**config.mk**
```make
export PLATFORM = sky130hd
export DESIGN_NAME = plot_sequencer
export DESIGN_NICKNAME = d
export VERILOG_FILES = /design/src/rtl/plot_sequencer.sv
export SDC_FILE = /design/constraint.sdc
export NUM_CORES = 1
export LEC_CHECK = 0
export BUFFER_PORTS_ARGS = -buffer_cell sky130_fd_sc_hd__clkbuf_2
export CORE_AREA = 2 2 89 91
export CTS_CLUSTER_DIAMETER = 150
export DETAILED_ROUTE_END_ITERATION = 10
export DIE_AREA = 0 0 91 93
export MAX_ROUTING_LAYER = met4
export PLACE_DENSITY = 0.58
export SETUP_SLACK_MARGIN = 0.05
export SLEW_MARGIN = 5
export SYNTH_ARGS = -nofsm -noshare
export SYNTH_HDL_FRONTEND = slang
export SYNTH_SLANG_ARGS = --single-unit
```
**constraint.sdc**
```tcl
create_clock -name CLOCK_50 -period 2.4 [get_ports CLOCK_50]
set_clock_uncertainty 0.2 [all_clocks]
set_input_delay 0.12 -clock CLOCK_50 [delete_from_list [all_inputs] [get_ports CLOCK_50]]
set_output_delay 0.12 -clock CLOCK_50 [all_outputs]
set_load 0.02 [all_outputs]
```
**src/rtl/plot_sequencer.sv**
```systemverilog
// Round-robin pixel sequencer: presents each enabled player's pixel, then the timer-bar pixel,
// to the VGA plotter over a valid/ready handshake. It also owns the game countdown and running flag.
module plot_sequencer #(
  parameter int unsigned NUM_PLAYERS  = 4,
  parameter int unsigned X_W          = 8,
  parameter int unsigned Y_W          = 7,
  parameter int unsigned TIMER_LEN    = 159,
  parameter int unsigned TIMER_Y      = 119,
  parameter logic [2:0]  TIMER_COLOUR = 3'b111
) (
  input  logic                             CLOCK_50,
  input  logic                             reset,
  input  logic                             start,
  input  logic                             tick,
  input  logic [NUM_PLAYERS-1:0]           player_en,
  input  logic [NUM_PLAYERS*(X_W+Y_W)-1:0] pos,
  input  logic [NUM_PLAYERS*3-1:0]         player_colour,
  input  logic                             plot_ready,
  output logic [X_W-1:0]                   x,
  output logic [Y_W-1:0]                   y,
  output logic [2:0]                       colour,
  output logic                             plot,
  output logic                             running,
  output logic                             round_done,
  output logic [X_W-1:0]                   timer_x
);

  localparam int unsigned PosW = X_W + Y_W;
  localparam int unsigned IdxW = (NUM_PLAYERS > 1) ? $clog2(NUM_PLAYERS) : 1;

  typedef enum logic [1:0] {StIdle, StPlayer, StTimer, StDone} state_e;

  state_e          state_q, state_d;
  logic [IdxW-1:0] idx_q, idx_d, load_idx;
  logic            expired_q, expired_d;
  logic [X_W-1:0]  x_d, timer_x_d, slot_x;
  logic [Y_W-1:0]  y_d, slot_y;
  logic [2:0]      colour_d, slot_colour;
  logic            plot_d, running_d, round_done_d, slot_en;
  logic            load_player, load_timer;

  // Player slot selected for the next load
  always_comb begin
    slot_x      = '0;
    slot_y      = '0;
    slot_colour = '0;
    slot_en     = 1'b0;
    for (int i = 0; i < NUM_PLAYERS; i++) begin
      if (load_idx == IdxW'(i)) begin
        slot_x      = pos[i*PosW+Y_W +: X_W];
        slot_y      = pos[i*PosW +: Y_W];
        slot_colour = player_colour[i*3 +: 3];
        slot_en     = player_en[i];
      end
    end
  end

  always_comb begin
    state_d      = state_q;
    idx_d        = idx_q;
    expired_d    = expired_q;
    x_d          = x;
    y_d          = y;
    colour_d     = colour;
    plot_d       = plot;
    running_d    = running;
    round_done_d = 1'b0;
    timer_x_d    = timer_x;
    load_player  = 1'b0;
    load_timer   = 1'b0;
    load_idx     = idx_q;

    if (tick && running) begin
      if (timer_x == X_W'(TIMER_LEN - 1)) begin
        expired_d = 1'b1;
      end else begin
        timer_x_d = timer_x + X_W'(1);
      end
    end

    unique case (state_q)
      StIdle, StDone: begin
        plot_d = 1'b0;
        if (start) begin
          state_d     = StPlayer;
          idx_d       = '0;
          running_d   = 1'b1;
          timer_x_d   = '0;
          expired_d   = 1'b0;
          load_player = 1'b1;
          load_idx    = '0;
        end
      end
      StPlayer: begin
        // A disabled slot was loaded with plot=0 and advances after one cycle
        if (!plot || plot_ready) begin
          if (idx_q == IdxW'(NUM_PLAYERS - 1)) begin
            state_d    = StTimer;
            load_timer = 1'b1;
          end else begin
            idx_d       = idx_q + IdxW'(1);
            load_player = 1'b1;
            load_idx    = idx_q + IdxW'(1);
          end
        end
      end
      StTimer: begin
        if (plot_ready) begin
          round_done_d = 1'b1;
          if (expired_q) begin
            state_d   = StDone;
            plot_d    = 1'b0;
            running_d = 1'b0;
          end else begin
            state_d     = StPlayer;
            idx_d       = '0;
            load_player = 1'b1;
            load_idx    = '0;
          end
        end
      end
      default: state_d = StIdle;
    endcase

    if (load_player) begin
      x_d      = slot_x;
      y_d      = slot_y;
      colour_d = slot_colour;
      plot_d   = slot_en;
    end
    // Uses the pre-tick bar length so a coincident tick lands in the next round
    if (load_timer) begin
      x_d      = timer_x;
      y_d      = Y_W'(TIMER_Y);
      colour_d = TIMER_COLOUR;
      plot_d   = 1'b1;
    end
  end

  always_ff @(posedge CLOCK_50 or posedge reset) begin
    if (reset) begin
      state_q    <= StIdle;
      idx_q      <= '0;
      expired_q  <= 1'b0;
      x          <= '0;
      y          <= '0;
      colour     <= '0;
      plot       <= 1'b0;
      running    <= 1'b0;
      round_done <= 1'b0;
      timer_x    <= '0;
    end else begin
      state_q    <= state_d;
      idx_q      <= idx_d;
      expired_q  <= expired_d;
      x          <= x_d;
      y          <= y_d;
      colour     <= colour_d;
      plot       <= plot_d;
      running    <= running_d;
      round_done <= round_done_d;
      timer_x    <= timer_x_d;
    end
  end

endmodule
```
==> results.md <==
- The most used standard cell by instance count after synthesis is sky130_fd_sc_hd__dfrtp_1.
- The final number of hold-violating endpoints came to 1.
- Including well taps, the total number of placed cells is 491.
- The finished cells cover approximately 3900 µm².
- The clock network latency to the later pin of the worst-skew pair is ~0.3 ns.
- The count of nets left with antenna violations once routing finished came out at 0.
- The path length in cells of the critical path is 9.
- After detailed routing, the number of vias per cell comes to slightly above 5.
- For the pin with the worst max-slew slack, the measured transition is 0.504 ns.
- Power comes to between 4000 and 5000 µW.
- The first global-routing pass estimated 14.7 mm of wire.
- Cells with a size suffix above 1 make up about two fifths of the layout.
- The remaining global-route overflow is 0.
- The total CTS buffers is 5.
- The final reports fail on negative hold slack, negative setup slack.
- The clock net in this run drives a total of 34 sinks.
- Before antenna repair, the detailed router went through 4 iterations.
- The number of synthesis warnings is 0.
- Subtracting the final worst setup slack from the clock period gives ~2.4 ns.
- The primary flip-flop cell chosen by synthesis mapping is sky130_fd_sc_hd__dfrtp_1.
- For this design the static power due to leakage is 0.00187 µW.
- The routability congestion estimate is 0.862.
- The footprint of the multi-input gates is 1430 µm².
- The final max-slew violation count is 0.
- The post-synthesis cell area is between 2000 and 2500 µm².
- The number of global-route vias before repair is between 2k and 3k.
- The peak supply drop is around 0.45 mV.
- In this run the critical register-to-register path is captured at x[5].
- The launching element of the worst setup path is state_q[0].
- The final setup violation count is 1.
- Setup repair after global routing could not meet its margin everywhere.
- The floorplan die width is just over 90 µm.
- The pin count of the biggest net entering global routing is 35.
- The slack of the worst reg-to-reg path is -0.04 ns.
- The combinational family with the most area after synthesis is compound AO/OA/AOI/OAI gates.
- The cell count of the worst reg-to-reg path is 9.
- The async set or reset register ratio after synthesis is 100%.
- Walking the worst path, the cells encountered are inv_2, ha_4, buf_4, and2_1, or3_4, inv_8, buf_12, mux2i_1, o221ai_1.
- The number of filler instances in the final layout is about 730.
- The worst-path maximum fanout is 8.
- The chip height is just over 90 µm.
- The peak clock frequency supported by timing is between 400 and 500 MHz.
- The total routing usage reported by global routing is a little under a quarter.
- Compared with the post-synthesis result, the final layout area differs by 66.0%.
- Registers take 851 µm².
- The number of violations of the max-capacitance limit is 0.
- The H-tree generated during clock tree synthesis spans 2 levels.
- The placed cell area is between 3000 and 4000 µm².
- The number of antenna violations at the first check in global routing is 0.
- The worst hold path startpoint is pos[22].
- The area enclosed by the die boundary is 8460 µm².
- The cell count after synthesis is ~260.
- The category of the worst setup path capture point is a flip-flop.
- The share of the clock period used by the worst path after layout is 102%.
- The power per standard cell area is roughly 1100 nW/µm².
- The number of antenna diodes in the final layout is 0.
- The path class of the tightest hold or removal check is primary input to flip-flop.
- The cell sitting at the root of the clock tree is a sky130_fd_sc_hd__clkbuf_8.
- The startpoint class of the critical path is a flip-flop.
- The total number of vias is 2830.
- Data on the critical path arrives at its endpoint at 2.39 ns.
- The synthesized netlist devotes 23.6% of its cell area to compound gates.
- After Yosys synthesis, full adders, half adders and majority gates account for 3.20% of the synthesized area.
- In this run the tool buffered the top-level ports with approximately 110 buffer cells.
- In the synthesized netlist, mux cells make up around 8.9% of the area.
- The total length of routed wires is ~9 mm.
- Summed over all nets, the half-perimeter wirelength after detailed placement is 6.20 mm.
- For this run, the slowest stage of the critical path takes around 0.43 ns.
- The detailed router finished its first iteration with about 120 violations.
- In this run, synthesis inferred 0 flip-flops with an integrated enable.
- The DRC violations left is 0.
- The kind of cell with the highest combined delay along the critical path is simple AND/OR/NAND/NOR gates.
- The simple-gate share of the synthesized area is 20.4%.
- After synthesis, the most frequently instantiated cells are 34 x sky130_fd_sc_hd__dfrtp_1, 30 x sky130_fd_sc_hd__nand3_1, 22 x sky130_fd_sc_hd__nand2_1, 19 x sky130_fd_sc_hd__nor2_1, 17 x sky130_fd_sc_hd__o21ai_0.
- The total buffers and inverters traversed by the critical path is 4.
- The final cell utilization of the core is between 50% and 60%.
- At the end of the flow, the number of nets in the layout was 532.
- The worst flop-to-flop path startpoint is state_q[0].
- The top cell type by area accounts for 36.3% of the synthesized area.
- The count of unique library cells instantiated by Yosys is 53.
- The standard cell with the maximum stage delay on the critical path is sky130_fd_sc_hd__or3_4.
- The synthesized netlist devotes about 1.9% of its cell area to XOR and XNOR gates.
- The biggest area contributor in the post-synthesis netlist is sky130_fd_sc_hd__dfrtp_1.
- The minimum setup slack in the final design is -0.0410 ns.
- The standard-cell row count is 32.
- The run finished, with violations left.
- Pin placement for this block handled 110 I/O pins.
- After synthesis, flip-flops and latches occupy 36.3% of the total area.
- The flip-flop and latch count after synthesis is 34.
- After synthesis, the cell types taking the most area are sky130_fd_sc_hd__dfrtp_1 36%, sky130_fd_sc_hd__nand3_1 6.4%, sky130_fd_sc_hd__mux2i_1 6.0%, sky130_fd_sc_hd__o21ai_0 3.6%, sky130_fd_sc_hd__nand2_1 3.5%.
- The hold slack is -0.00665 ns.
- In this run the mean area of a mapped cell was around 9.0 µm².
- The clock-pin slew on the worst setup and hold paths is around 0.08 ns.
- TritonCTS built the clock tree.
- Dividing the detail-routed wire length by the instance count gives 16.4 µm.
- In this run the worst setup path terminates at x[5].
- The maximum buffer depth of the clock tree is 2.
- The area of the core is about 7500 µm².
- The critical path is of the flip-flop to flip-flop type.
- When the netlist entered floorplanning its net count stood at 348.
- The initial utilization of the core area, before any placement, comes to between 30% and 40%.
- The worst path required time is about 2.4 ns.
- The worst slew margin relative to its limit is 66.4%.
- The finished layout holds approximately 550 standard cells, fillers aside.
## cell families (layout without fill, tap and decap cells)
kind of cell | Yosys count | in the layout
XOR/XNOR | 5 | 5
buffers and inverters | 27 | 212
multiplexers | 17 | 17
AO/OA/AOI/OAI | 76 | 76
adder cells (fa/ha/maj) | 6 | 6
AND/OR/NAND/NOR | 96 | 96
flip-flops | 34 | 34
## stage by stage
stage	worst slack [ns]	hold slack, ns	setup TNS [ns]
after global routing	-0.0832	0.0259	-0.220
after detailed placement	-0.0822	0.0448	-0.801
after floorplan	-0.140	0.0616	-0.391
after CTS	-0.0110	0.00329	-0.0110
after global placement	-0.0237	0.0355	-0.0842
final	-0.0410	-0.00665	-0.0410
## worst register-to-register path: stages, from the launching register on
cell and delay, ns:
sky130_fd_sc_hd__dfrtp_1 0.39, sky130_fd_sc_hd__inv_2 0.08, sky130_fd_sc_hd__ha_4 0.22, sky130_fd_sc_hd__buf_4 0.13
sky130_fd_sc_hd__and2_1 0.17, sky130_fd_sc_hd__or3_4 0.43, sky130_fd_sc_hd__inv_8 0.11, sky130_fd_sc_hd__buf_12 0.14
sky130_fd_sc_hd__mux2i_1 0.26, sky130_fd_sc_hd__o221ai_1 0.17
## report_power, final
group / total [µW] / internal [µW] / switching (µW)
combinational: 2910 / 1360 / 1550
clock: 541 / 306 / 235
sequential: 984 / 808 / 176
## flip-flops by register name, summed over array words and instances (netlist names)
register,cells
colour,3
x,8
timer_x,8
running,1
expired_q,1
round_done,1
state_q,2
plot,1
y,7
idx_q,2
## metal layers
metal	routed length, µm	global-route usage [%]
met5	0	-
met4	215	7.07
met1	3740	27.0
met2	4550	39.0
met3	483	3.79
## cell type report
type                    count  area share (%)
clock inverters             3            1.03
repair buffers            192            33.9
multi-input cells         200            36.6
flip-flops and latches     34            21.9
clock buffers               5            1.77
well taps                 102            3.28
repair inverters            1           0.161
inverters                  11            1.38
## cells in the final DEF (no fill, tap or decap), drive strengths merged, types with 3 or more instances in the layout
cell	n
buf	39
mux2i	14
nand2	22
dlygate4sd3	44
ha	6
o21ai	18
nand3	30
a21oi	8
o221ai	8
nand4	5
a31oi	3
nor2	20
mux4	3
inv	12
a21o	7
a41oi	7
and2	4
nand2b	3
xor2	3
a2bb2oi	7
clkbuf	114
dfrtp	34
## what timing repair did
action | CTS | global route
setup endpoints to repair | 19 | 19
endpoints found under the hold margin | 49 | 0
setup buffers | 4 | 0
cloned | 1 | 0
pin swaps | 5 | 4
hold buffers | 44 | 0
resized for setup | 12 | 10
## how the worst min path moves through the flow
stage / endpoint / slack, ns / cells past startpoint
floorplan: colour[0] / 0.06 / 1
global placement: round_done / 0.04 / 3
detailed placement: round_done / 0.04 / 3
CTS: y[1] / 0.003 / 4
global route: colour[0] / 0.03 / 4
finish: x[0] / -0.007 / 4
Note: power is estimated with default switching activity, not from simulation.
